File: src/rtl/shifter_pkg.sv
// Shared types and constants for the shift-register word capture path.
// SHIFT_CAPTURE_PARITY_EN adds an even-parity bit to every captured entry.
package shifter_pkg;

  localparam int unsigned WORD_BITS_DEF  = 4;
  localparam int unsigned FIFO_DEPTH_DEF = 4;

  localparam logic MODE_TO_Q3 = 1'b0;
  localparam logic MODE_TO_Q0 = 1'b1;

  // Entry layout, MSB first: {dir, data[, par]}.
  function automatic int unsigned entry_width(int unsigned data_bits);
`ifdef SHIFT_CAPTURE_PARITY_EN
    return data_bits + 2;
`else
    return data_bits + 1;
`endif
  endfunction

  typedef struct packed {
    logic                     dir;
    logic [WORD_BITS_DEF-1:0] data;
`ifdef SHIFT_CAPTURE_PARITY_EN
    logic                     par;
`endif
  } cap_entry_t;

endpackage

File: src/rtl/word_fifo.sv
// Synchronous FIFO with push/pop/full/empty/level; pointers carry one extra wrap bit.
// Head entry is read directly from storage, so it holds steady until popped.
module word_fifo #(
  parameter int unsigned Width = 5,
  parameter int unsigned Depth = 4
) (
  input  logic                     clk,
  input  logic                     rst,
  input  logic                     push,
  input  logic                     pop,
  input  logic [Width-1:0]         wdata,
  output logic [Width-1:0]         rdata,
  output logic                     full,
  output logic                     empty,
  output logic [$clog2(Depth):0]   level
);

  localparam int unsigned AddrW = $clog2(Depth);

  logic [Width-1:0] mem [Depth];
  logic [AddrW:0]   wptr, rptr;
  logic             do_push, do_pop;

  assign empty = (wptr == rptr);
  assign full  = (wptr[AddrW] != rptr[AddrW]) && (wptr[AddrW-1:0] == rptr[AddrW-1:0]);
  assign level = wptr - rptr;
  assign rdata = mem[rptr[AddrW-1:0]];

  // A pop frees the head slot on the same edge, so a push into a full FIFO still fits.
  assign do_push = push && (!full || pop);
  assign do_pop  = pop && !empty;

  always_ff @(posedge clk) begin
    if (rst) begin
      wptr <= '0;
      rptr <= '0;
      for (int unsigned i = 0; i < Depth; i++) begin
        mem[i] <= '0;
      end
    end else begin
      if (do_push) begin
        mem[wptr[AddrW-1:0]] <= wdata;
        wptr                 <= wptr + (AddrW+1)'(1);
      end
      if (do_pop) begin
        rptr <= rptr + (AddrW+1)'(1);
      end
    end
  end

endmodule

File: src/rtl/shift_word_capture.sv
// Counts shifter steps, captures each aligned word with its direction into a FIFO.
// SHIFT_CAPTURE_PARITY_EN adds the out_par output carrying the head word's parity.
module shift_word_capture
  import shifter_pkg::*;
#(
  parameter int unsigned WORD_BITS  = WORD_BITS_DEF,
  parameter int unsigned FIFO_DEPTH = FIFO_DEPTH_DEF
) (
  input  logic                          clk1,
  input  logic                          Reset,
  input  logic [WORD_BITS-1:0]          q,
  input  logic                          mode,
  input  logic                          q_valid,
  output logic [WORD_BITS-1:0]          out_data,
  output logic                          out_dir,
  output logic                          out_valid,
  input  logic                          out_ready,
  output logic                          ovf,
  input  logic                          ovf_clr,
`ifdef SHIFT_CAPTURE_PARITY_EN
  output logic                          out_par,
`endif
  output logic [$clog2(FIFO_DEPTH):0]   level
);

  localparam int unsigned EntryW = entry_width(WORD_BITS);
  localparam int unsigned CntW   = (WORD_BITS > 1) ? $clog2(WORD_BITS) : 1;

  logic [CntW-1:0]   bit_cnt;
  logic              mode_q;
  logic              mode_chg, push, pop, full, empty, ovf_set;
  logic [EntryW-1:0] wdata, rdata;

  assign mode_chg = q_valid && (mode != mode_q);
  assign push     = q_valid && !mode_chg && (bit_cnt == CntW'(WORD_BITS - 1));
  assign pop      = out_ready && !empty;
  assign ovf_set  = push && full && !pop;

`ifdef SHIFT_CAPTURE_PARITY_EN
  assign wdata   = {mode, q, ^q};
  assign out_par = rdata[0];
`else
  assign wdata   = {mode, q};
`endif

  assign out_dir   = rdata[EntryW-1];
  assign out_data  = rdata[EntryW-2 -: WORD_BITS];
  assign out_valid = !empty;

  always_ff @(posedge clk1) begin
    if (Reset) begin
      bit_cnt <= '0;
      mode_q  <= 1'b0;
      ovf     <= 1'b0;
    end else begin
      if (q_valid) begin
        mode_q <= mode;
        // A direction change restarts alignment with the current shift as bit one.
        if (mode_chg) begin
          bit_cnt <= CntW'(1);
        end else if (push) begin
          bit_cnt <= '0;
        end else begin
          bit_cnt <= bit_cnt + CntW'(1);
        end
      end
      if (ovf_set) begin
        ovf <= 1'b1;
      end else if (ovf_clr) begin
        ovf <= 1'b0;
      end
    end
  end

  word_fifo #(
    .Width (EntryW),
    .Depth (FIFO_DEPTH)
  ) u_fifo (
    .clk   (clk1),
    .rst   (Reset),
    .push  (push),
    .pop   (pop),
    .wdata (wdata),
    .rdata (rdata),
    .full  (full),
    .empty (empty),
    .level (level)
  );

endmodule

File: config.mk
export PLATFORM = sky130hd
export DESIGN_NAME = shift_word_capture
export DESIGN_NICKNAME = d
export VERILOG_FILES = /design/src/rtl/shifter_pkg.sv /design/src/rtl/word_fifo.sv /design/src/rtl/shift_word_capture.sv
export SDC_FILE = /design/constraint.sdc
export NUM_CORES = 1
export LEC_CHECK = 0
export CAP_MARGIN = 5
export CORE_AREA = 5 5 66 68
export CTS_BUF_LIST = sky130_fd_sc_hd__clkbuf_2 sky130_fd_sc_hd__clkbuf_4 sky130_fd_sc_hd__clkbuf_8
export DETAILED_ROUTE_END_ITERATION = 16
export DIE_AREA = 0 0 71 73
export HOLD_SLACK_MARGIN = 0.1
export SETUP_SLACK_MARGIN = 0.2
export SLEW_MARGIN = 25
export SYNTH_ARGS = -nofsm -noshare
export SYNTH_HDL_FRONTEND = slang
export SYNTH_SLANG_ARGS = --single-unit
export TNS_END_PERCENT = 5
File: constraint.sdc
create_clock -name clk1 -period 6.59 [get_ports clk1]
set_input_delay 0.659 -clock clk1 [delete_from_list [all_inputs] [get_ports clk1]]
set_output_delay 0.659 -clock clk1 [all_outputs]
set_load 0.01 [all_outputs]
# Yosys cells after proc, flatten, opt, wreduce, memory -nomap -nowiden
# Memory sizes are Yosys's and may differ from the RTL's. A register that Yosys moved wholly into a read port is not among the register bits.
# Cells that the tools add are included.
[totals]
reg_bits = 10
elab_cells = 45
ram_bits = 20
out_inout_bits = 10
memories = 1
in_bits = 10
[classes]
add_sub_neg = 4
n_reduce_logical = 16
n_mux = 14
eq_ne = 5
[memory_table]
columns = ["name", "words", "width", "read_ports", "rd_clocked_by_memory_dff", "wr", "line", "text"]
rows = [
  ["u_fifo.mem", 4, 5, 1, 1, 4, "word_fifo.sv:20", "logic [Width-1:0] mem [Depth];"],
]
[op_table]
columns = ["operator", "n"]
rows = [
  ["two-way mux 2 bit", 5],
  ["logical AND 1 bit", 9],
  ["two-way mux 1 bit", 8],
  ["adder 3 x 1 -> 3 bit (second input constant)", 2],
  ["two-way mux 5 bit", 1],
  ["OR reduction 5 bit", 1],
  ["zero test 1 bit", 4],
  ["== test 3 bit", 1],
  ["subtractor 3 bit", 1],
  ["adder 2 x 1 -> 2 bit (second input constant)", 1],
  ["== test 2 bit", 1],
  ["== test 2 bit (second input constant)", 1],
  ["!= test 1 bit", 2],
  ["nonzero test 2 bit", 1],
  ["logical OR 1 bit", 1],
]

# Depth between registers and ports, before layout
# Gate-level depths: netlist of run 1.
[logic_depth]
ltp_word = 11
mapped_depth = 7
mapped_depth_nobuf = 5

# Hierarchy
# Synthesis of run 1 repeated with hierarchy kept, for this count alone.
[hier_totals]
hier_cells = 129
hier_area_um2 = 1535.2
[modules_own_cells]
columns = ["module", "area_per_inst_um2", "n_inst", "cells_per_inst", "seq_area_each_um2"]
rows = [
  ["word_fifo", 1341.3, 1, 109, 760.7],
  ["shift_word_capture", 193.9, 1, 20, 80.1],
]

# Least setup slack after synthesis of run 1
# No wires, ideal clock.
[synth_timing]
path_type = "register to register"
startpoint = "register u_fifo.wptr[0]"
endpoint = "memory u_fifo.mem[0][0], enable pin"
t_arrival_ns = 1.943
setup_ns = 0.376
path_stages_with_launch = 8
path_slack_ns = 4.271
path_buffers = 2
period_less_slack_ns = 2.319
required_ns = 6.214
cell_sequence = "dfxtp_1 -> clkbuf_1 -> inv_1 -> ha_1 -> nand3b_1 -> o211ai_2 -> buf_2 -> o31ai_1"
[synth_lines]
columns = ["element", "line", "text"]
rows = [
  ["start, declared", "word_fifo.sv:21", "logic [AddrW:0] wptr, rptr;"],
  ["start signal, assigned", "word_fifo.sv:43", "wptr <= wptr + (AddrW+1)'(1);"],
  ["end, declared", "word_fifo.sv:20", ""],
]

# Worst setup path in the final report of run 1
[layout_timing]
startpoint = "register u_fifo.wptr[0]"
endpoint = "output port level[2]"
[layout_between]
elab_chain_cells = 1
[layout_lines]
columns = ["element", "line", "text"]
rows = [
  ["subtractor 3 bit", "word_fifo.sv:26", "assign level = wptr - rptr;"],
  ["end, declared", "shift_word_capture.sv:23", "output logic [$clog2(FIFO_DEPTH):0] level"],
]
# No other way between the ends.

==> results of run 1 <==
sequential cells by signal, indices dropped and copies added (netlist names), named ones only:
| register | cells |
|---|---|
| mode_q | 1 |
| bit_cnt | 2 |
| u_fifo.mem | 20 |
| u_fifo.rptr | 3 |
| u_fifo.wptr | 3 |
| ovf | 1 |
cells in the mapped netlist (2+ instances only):
cell type,count,area [sq um]
nor4_1,5,31.3
inv_1,7,26.3
clkbuf_1,5,18.8
a31oi_1,2,12.5
xor2_1,2,17.5
mux2_2,5,56.3
a21oi_1,2,10.0
xnor2_2,2,32.5
nand2b_1,2,12.5
ha_1,5,62.6
o2111ai_1,2,17.5
edfxtp_1,20,601
nor2b_1,5,31.3
dfxtp_1,12,240
mux4_2,5,113
nand2_1,12,45.0
nand3_1,3,15.0
mux2i_1,3,30.0
nor2_1,22,82.6
o31ai_1,2,15.0
cell type report:
| cell class | instances | area share (%) |
|---|---|---|
| multi-input cells | 90 | 35.7 |
| flip-flops and latches | 32 | 43.9 |
| clock buffers | 6 | 3.99 |
| inverters | 7 | 1.37 |
| well taps | 50 | 3.27 |
| repair buffers | 19 | 9.93 |
| clock inverters | 2 | 1.83 |
layout by cell type (no fill, tap or decap), types with 2 or more instances in the layout:
| cell type | synthesis | layout |
|---|---|---|
| nand3_1 | 3 | 3 |
| nor2b_1 | 5 | 5 |
| o31ai_1 | 2 | 2 |
| xor2_1 | 2 | 2 |
| o2111ai_1 | 2 | 2 |
| clkdlybuf4s50_1 | 0 | 19 |
| edfxtp_1 | 20 | 20 |
| ha_1 | 5 | 5 |
| mux2i_1 | 3 | 3 |
| xnor2_2 | 2 | 2 |
| nor4_1 | 5 | 5 |
| clkbuf_8 | 0 | 5 |
| inv_1 | 7 | 7 |
| nor2_1 | 22 | 22 |
| a21oi_1 | 2 | 2 |
| mux4_2 | 5 | 5 |
| dfxtp_1 | 12 | 12 |
| nand2_1 | 12 | 12 |
| a31oi_1 | 2 | 2 |
| mux2_2 | 5 | 5 |
| nand2b_1 | 2 | 2 |
path summary, 6_finish.rpt:
path / start / end / cells after the start
setup / recovery: u_fifo.wptr[0]$_SDFFE_PP0P_ / level[2] / 5
hold / removal: ovf$_SDFFE_PP0P_ / ovf$_SDFFE_PP0P_ / 2
setup reg to reg: u_fifo.wptr[0]$_SDFFE_PP0P_ / u_fifo.mem[3][0]$_DFFE_PP_ / 5
hold reg to reg: ovf$_SDFFE_PP0P_ / ovf$_SDFFE_PP0P_ / 2
layer usage:
layer	vias to the layer above	share of wire [%]	global-route usage (%)
met3	4	4.4	3.72
met5	-	0	0
li1	527	-	-
met1	507	41	13.7
met4	0	1.6	6.26
met2	22	53	22.3
power breakdown:
group          leakage (nW)  total, mW  switching [mW]  internal, mW
combinational         0.361     0.0281          0.0145        0.0136
sequential            0.304      0.220         0.00252         0.218
clock                0.0586      0.187          0.0708         0.116
kinds of logic (layout without fill, tap and decap cells):
kind of cell | after synthesis | in the layout | synth area share, %
adders and majority gates | 6 | 6 | 5.25
DFF | 32 | 32 | 53.4
buffers and inverters | 13 | 34 | 3.18
and+or+nand+nor | 53 | 53 | 15.7
muxes | 13 | 13 | 12.6
xor gates and xnor gates | 5 | 5 | 3.74
AOI/OAI and AO/OA | 13 | 13 | 6.12
stage by stage:
stage	instance area [sq um]	power (mW)	utilization, %	hold slack, ns	setup WS, ns
final	1910	0.435	50.4	0.475	3.69
after detailed placement	1800	0.253	47.5	0.469	3.73
after CTS	1910	0.441	50.4	0.483	3.67
after global routing	1910	0.453	50.4	0.505	3.53
after floorplan	1570	0.239	-	0.449	4.27
after global placement	1800	0.252	47.5	0.464	3.85
critical path, stage by stage, from the launching register on:
cell,delay (ns)
dfxtp_1,0.53
inv_1,0.13
ha_1,0.21
fa_1,0.38
xnor2_1,0.16
clkdlybuf4s50_1,0.55
==> summary.md, run 1 <==
| Metric | Value |
|---|---|
| Status | `finished clean` |
| Crit path kind | `reg2out` |
| Number of flops mapped to enable cells by yosys | `20` |
| Max-slew violations | `0` |
| Inserted Clock Buffers | `5` |
| Area Growth Syn to Fin | `21.6%` |
| Critical Path Source Type | `flop` |
| Clock Tree Root | `clkbuf_8` |
| Power per Cell Area | `227 nW/um^2` |
| Clk slew on worst S/H paths | `0.06 ns` |
| Post_cts resized | `0` |
| DIE WIDTH | `71 um` |
| Syn Area/Cell | `11.7 sq um` |
| Initial antenna violation count | `0` |
| Core outline area | `3800 sq um` |
| Crit-path max FO | `11` |
| Hold Crit Class | `reg2reg` |
| Slew HR | `51.7%` |
| Drt via density | `5.15` |
| GPL Wtd Cong | `0.744` |
| All-Layer GR Usage | `12.6%` |
| Main synth FF type | `edfxtp_1` |
| Hold Fails Final Rpt | `0` |
| Starting density of the core | `41.4%` |
| Antenna Nets Post-Route | `0` |
| Net Count, Synth | `151` |
| Synth Warn # | `0` |
| PortBufs | `19` |
| Grt total ovfl | `0` |
| Final HPWL from detailed placement | `2210 um` |
| Multi-input logic area | `683 sq um` |
| # rows | `23` |
| Largest net degree at the start of global routing | `14` |
| Hold_buf cts | `0` |
| Layout fillers | `350` |
| Total I/O pin count | `20` |
| Setup Buffers After CTS | `0` |
| Unrepaired setup endpoints after global routing | `false` |
| DRC | `0` |
| Vias in the first global route | `1063` |
| DR WL/cell | `14.2 um` |
| Register area | `841 sq um` |
| Sequential-to-total area share from yosys stat | `53.4%` |
| N_diodes | `0` |
| Critical Path Sink Type | `output port` |
| Max cap viols | `0` |
| DR vias | `1060` |
| Reg-to-reg slack, setup | `4.10 ns` |
| H-Tree Depth | `2` |
| Skew final | `0.00411 ns` |
| F_max | `345 MHz` |
| CTS tree | `built` |
| Final setup fails | `0` |
| DRT iter0 DRCs | `41` |
| Final min period | `2.90 ns` |
| Asr flop ratio synth | `0%` |
| Fraction of layout cells with a size suffix above 1 | `13.5%` |
| #FFs+latches synth | `32` |
| Total detailed-routing wirelength | `2930 um` |
| Setup TNS | `0 ns` |
| Peak VDD IR | `0.000120 V` |
| CP arrival | `2.24 ns` |
| Die height | `73 um` |
| Period utilization | `43.9%` |
| CTS Buffer Depth | `2` |
| Leakage | `0.724 nW` |
| Nets | `171` |
| Measured slew at the worst slew-check pin | `0.719 ns` |
| Clock Latency Late Sink | `0.28 ns` |
| First-pass GRT wire length | `4890 um` |
| Placed cell count | `198` |
| TritonCTS Sinks | `32` |
| Distinct cells, synth | `32` |
| DR pass1 iterations | `4` |
| Post-Syn Instances | `135` |
| Total die area | `5180 sq um` |
| Worst endpoint required time | `5.93 ns` |
| Post-Layout Cell Count | `206` |
| Mapped Area | `1570 sq um` |
No activity file was read; power rests on OpenSTA's default activity.
==> run 2, diff against run 1 <==
PLACE_DENSITY = 0.67   (was default)
clock period = 2.4 ns   (was 6.59 ns; I/O delays follow)
==> run 2 against run 1 <==
  * Die area did not move
  * Non-clock buffer count is 15 higher
  * Sequential power grew to 2.7 times the previous value
  * Core utilization is 2.1 points higher
  * Clock-buffer cell count down 1
  * Worst hold slack better by 0.0076 ns
  * Sequential cell count is the same
  * Critical path depth is the same
  * Combinational power grew to 3.1 times the previous value
  * Wire length increased by 8.4%
  * Critical endpoint is now level[1]
==> summary.md, run 2 (synthesis gave the netlist of run 1 again) <==
| Metric | Value |
|---|---|
| Buf/Inv on CP | `4 (+2)` |
| GR Util met2 | `24.9% (+2.6 points)` |
| Critical Path Source Type | `flop` |
| Die height | `73 um (unchanged)` |
| Layout fillers | `357 (+2.0%)` |
| Inserted Clock Buffers | `5 (unchanged)` |
| Period utilization | `87.5%` |
| Most common cell after layout, fill and taps aside | `nor2_1` |
| Most flops, register | `u_fifo.mem` |
| Crit-path leading delay family | `buffers and inverters` |
| DRC | `0 (unchanged)` |
| Total die area | `5180 sq um (unchanged)` |
| # rows | `23 (unchanged)` |
| Status | `finished clean` |
| Slowest cell on crit path | `clkdlybuf4s50_1` |
| DR pass1 iterations | `5 (+1)` |
| Hold_buf cts | `0 (unchanged)` |
| Worst endpoint required time | `2.16 ns (-3.77 ns)` |
| Crit-path max cell delay | `0.52 ns (-0.03 ns)` |
| Total detailed-routing wirelength | `3180 um (+8.4%)` |
| F_max | `476 MHz` |
| CP arrival | `1.86 ns (-0.38 ns)` |
| DR WL/cell | `14.4 um (+1.5%)` |
| Multi-input logic area | `683 sq um (unchanged)` |
| Clock Latency Late Sink | `0.28 ns (about the same)` |
| Crit-path cells | `buf_6 > inv_1 > fa_1 > inv_1 > clkdlybuf4s50_1` |
| Max cap viols | `0 (unchanged)` |
| Hold Fails Final Rpt | `0 (unchanged)` |
| Starting density of the core | `41.4% (unchanged)` |
| DR vias | `1103 (+4.1%)` |
| Core outline area | `3800 sq um (unchanged)` |
| Clk slew on worst S/H paths | `0.07 ns (about the same)` |
| CP most frequent cell | `inv_1` |
| Grt total ovfl | `0 (unchanged)` |
| Setup Buffers After CTS | `0 (unchanged)` |
| Most frequent cells in the layout | `nor2_1 (22), edfxtp_1 (20), clkdlybuf4s50_1 (18)` |
| Met1 Resource Use GR | `15.7% (+1.9 points)` |
| PortBufs | `19 (unchanged)` |
| Crit-path max FO | `11 (unchanged)` |
| Drt via density | `5.01 (-2.6%)` |
| Skew final | `0.00588 ns (+0.00177 ns)` |
| Peak VDD IR | `0.000239 V (+99%)` |
| Final setup fails | `0 (unchanged)` |
| Total I/O pin count | `20 (unchanged)` |
| R2R depth | `5 (unchanged)` |
| Register area | `842 sq um (+0.15%)` |
| Top Registers | `u_fifo.mem (20), u_fifo.rptr (3), u_fifo.wptr (3)` |
| DRT iter0 DRCs | `97 (+140%)` |
| Power per Cell Area | `535 nW/um^2 (+140%)` |
| H-Tree Depth | `2 (unchanged)` |
| Reg-to-Reg Start | `u_fifo.rptr[1]$_SDFFE_PP0P_` |
| Largest net degree at the start of global routing | `14 (unchanged)` |
| Worst hold slack | `0.483 ns (+0.00759 ns)` |
| Nets | `186 (+8.8%)` |
| Hold path depth | `2 (unchanged)` |
| Reg-to-reg slack, setup | `0.30 ns (-3.80 ns)` |
| Initial antenna violation count | `0 (unchanged)` |
| Crit path kind | `reg2out` |
| First-pass GRT wire length | `5380 um (+10%)` |
| Unrepaired setup endpoints after global routing | `true` |
| Max-slew violations | `0 (unchanged)` |
| GPL Wtd Cong | `0.806 (+8.2%)` |
| Hold Crit Class | `reg2reg` |
| Final min period | `2.10 ns` |
| HP Start | `bit_cnt[1]$_SDFFE_PP0P_` |
| CTS tree | `built` |
| Slew HR | `43.9% (-7.8 points)` |
| Leakage | `0.780 nW (+7.7%)` |
| Grt met3 use | `4.13% (+0.41 points)` |
| Critical Path Sink Type | `output port` |
| Max reg flops | `20 (unchanged)` |
| Fraction of layout cells with a size suffix above 1 | `20.0% (+6.5 points)` |
| N_diodes | `0 (unchanged)` |
| TritonCTS Sinks | `32 (unchanged)` |
| Clock Tree Root | `clkbuf_8` |
| CTS Buffer Depth | `2 (unchanged)` |
| Measured slew at the worst slew-check pin | `0.835 ns (+0.116 ns)` |
| Vias in the first global route | `1176 (+11%)` |
| Gr busiest metal | `met2` |
| Final HPWL from detailed placement | `2390 um (+7.9%)` |
| Worst hold endpoint | `bit_cnt[1]$_SDFFE_PP0P_` |
| RR Endpoint | `u_fifo.mem[0][2]$_SDFFCE_PN0P_` |
| Antenna Nets Post-Route | `0 (unchanged)` |
| Setup TNS | `0 ns (unchanged)` |
| DIE WIDTH | `71 um (unchanged)` |
| Area Growth Syn to Fin | `26.8%` |
| All-Layer GR Usage | `13.9% (+1.3 points)` |
## run 2: cell count changes in the layout (fill, tap and decap cells not counted), sizes merged
| cell | previous run | this run |
|---|---|---|
| clkdlybuf4s50 | 19 | 18 |
| bufinv | 1 | 0 |
| clkbuf | 6 | 5 |
| dlygate4sd2 | 0 | 1 |
| buf | 0 | 15 |
| clkinv | 1 | 2 |
## run 2: worst max path at each step
stage	from	endpoint	cells past startpoint
global placement	mode	u_fifo.mem[0][1]$_SDFFCE_PN0P_	4
finish	u_fifo.wptr[1]$_SDFFE_PP0P_	level[1]	5
CTS	u_fifo.wptr[1]$_SDFFE_PP0P_	level[1]	5
global route	flop	out_data[2]	2
floorplan	u_fifo.wptr[0]$_SDFFE_PP0P_	u_fifo.mem[0][0]$_SDFFCE_PN0P_	7
detailed placement	mode	u_fifo.mem[0][3]$_SDFFCE_PN0P_	4
## run 2: area by class of cell
class	instances	area share [%]
inverter	7	1.32
multi-input combinational	90	34.2
clock buffer	5	3.45
tap	50	3.13
sequential	32	42.2
timing repair buffer	34	15.3
clock inverter	2	0.376
## run 2: what timing repair did
item	CTS	global route
setup endpoints to repair	1	5
resized for setup	1	2
hold endpoints to repair	0	0
gates cloned	0	0
## run 2: worst reg2reg max path, delay by kind of cell (launching register included)
family	cells	cell delay, ns
AO/OA/AOI/OAI	2	0.82
flip-flops	1	0.40
adder cells (fa/ha/maj)	1	0.31
AND/OR/NAND/NOR	1	0.13
buffers and inverters	1	0.06
## run 2: per-stage QoR
stage | total power [mW] | worst slack, ns | cell area (sq um) | util, % | cells
detailed placement | 0.705 | 0.256 | 1920 | 50.4 | 213
global placement | 0.702 | 0.350 | 1920 | 50.4 | 213
global route | 1.12 | 0.179 | 2000 | 52.5 | 220
CTS | 1.08 | 0.225 | 1990 | 52.4 | 220
floorplan | 0.656 | 0.0807 | 1570 | - | 135
finish | 1.07 | 0.299 | 2000 | 52.5 | 220
## run 2: power breakdown
part,leakage [nW],internal [mW],switching (mW)
combinational,0.436,0.0444,0.0424
sequential,0.304,0.598,0.00696
clock,0.0391,0.191,0.184
total,0.780,0.833,0.234
## run 2: per-layer routing
layer,part of all wire [%],wire length [um]
met2,53,1690
met1,41,1300
met3,4.5,143
met5,0,0
met4,1.3,41
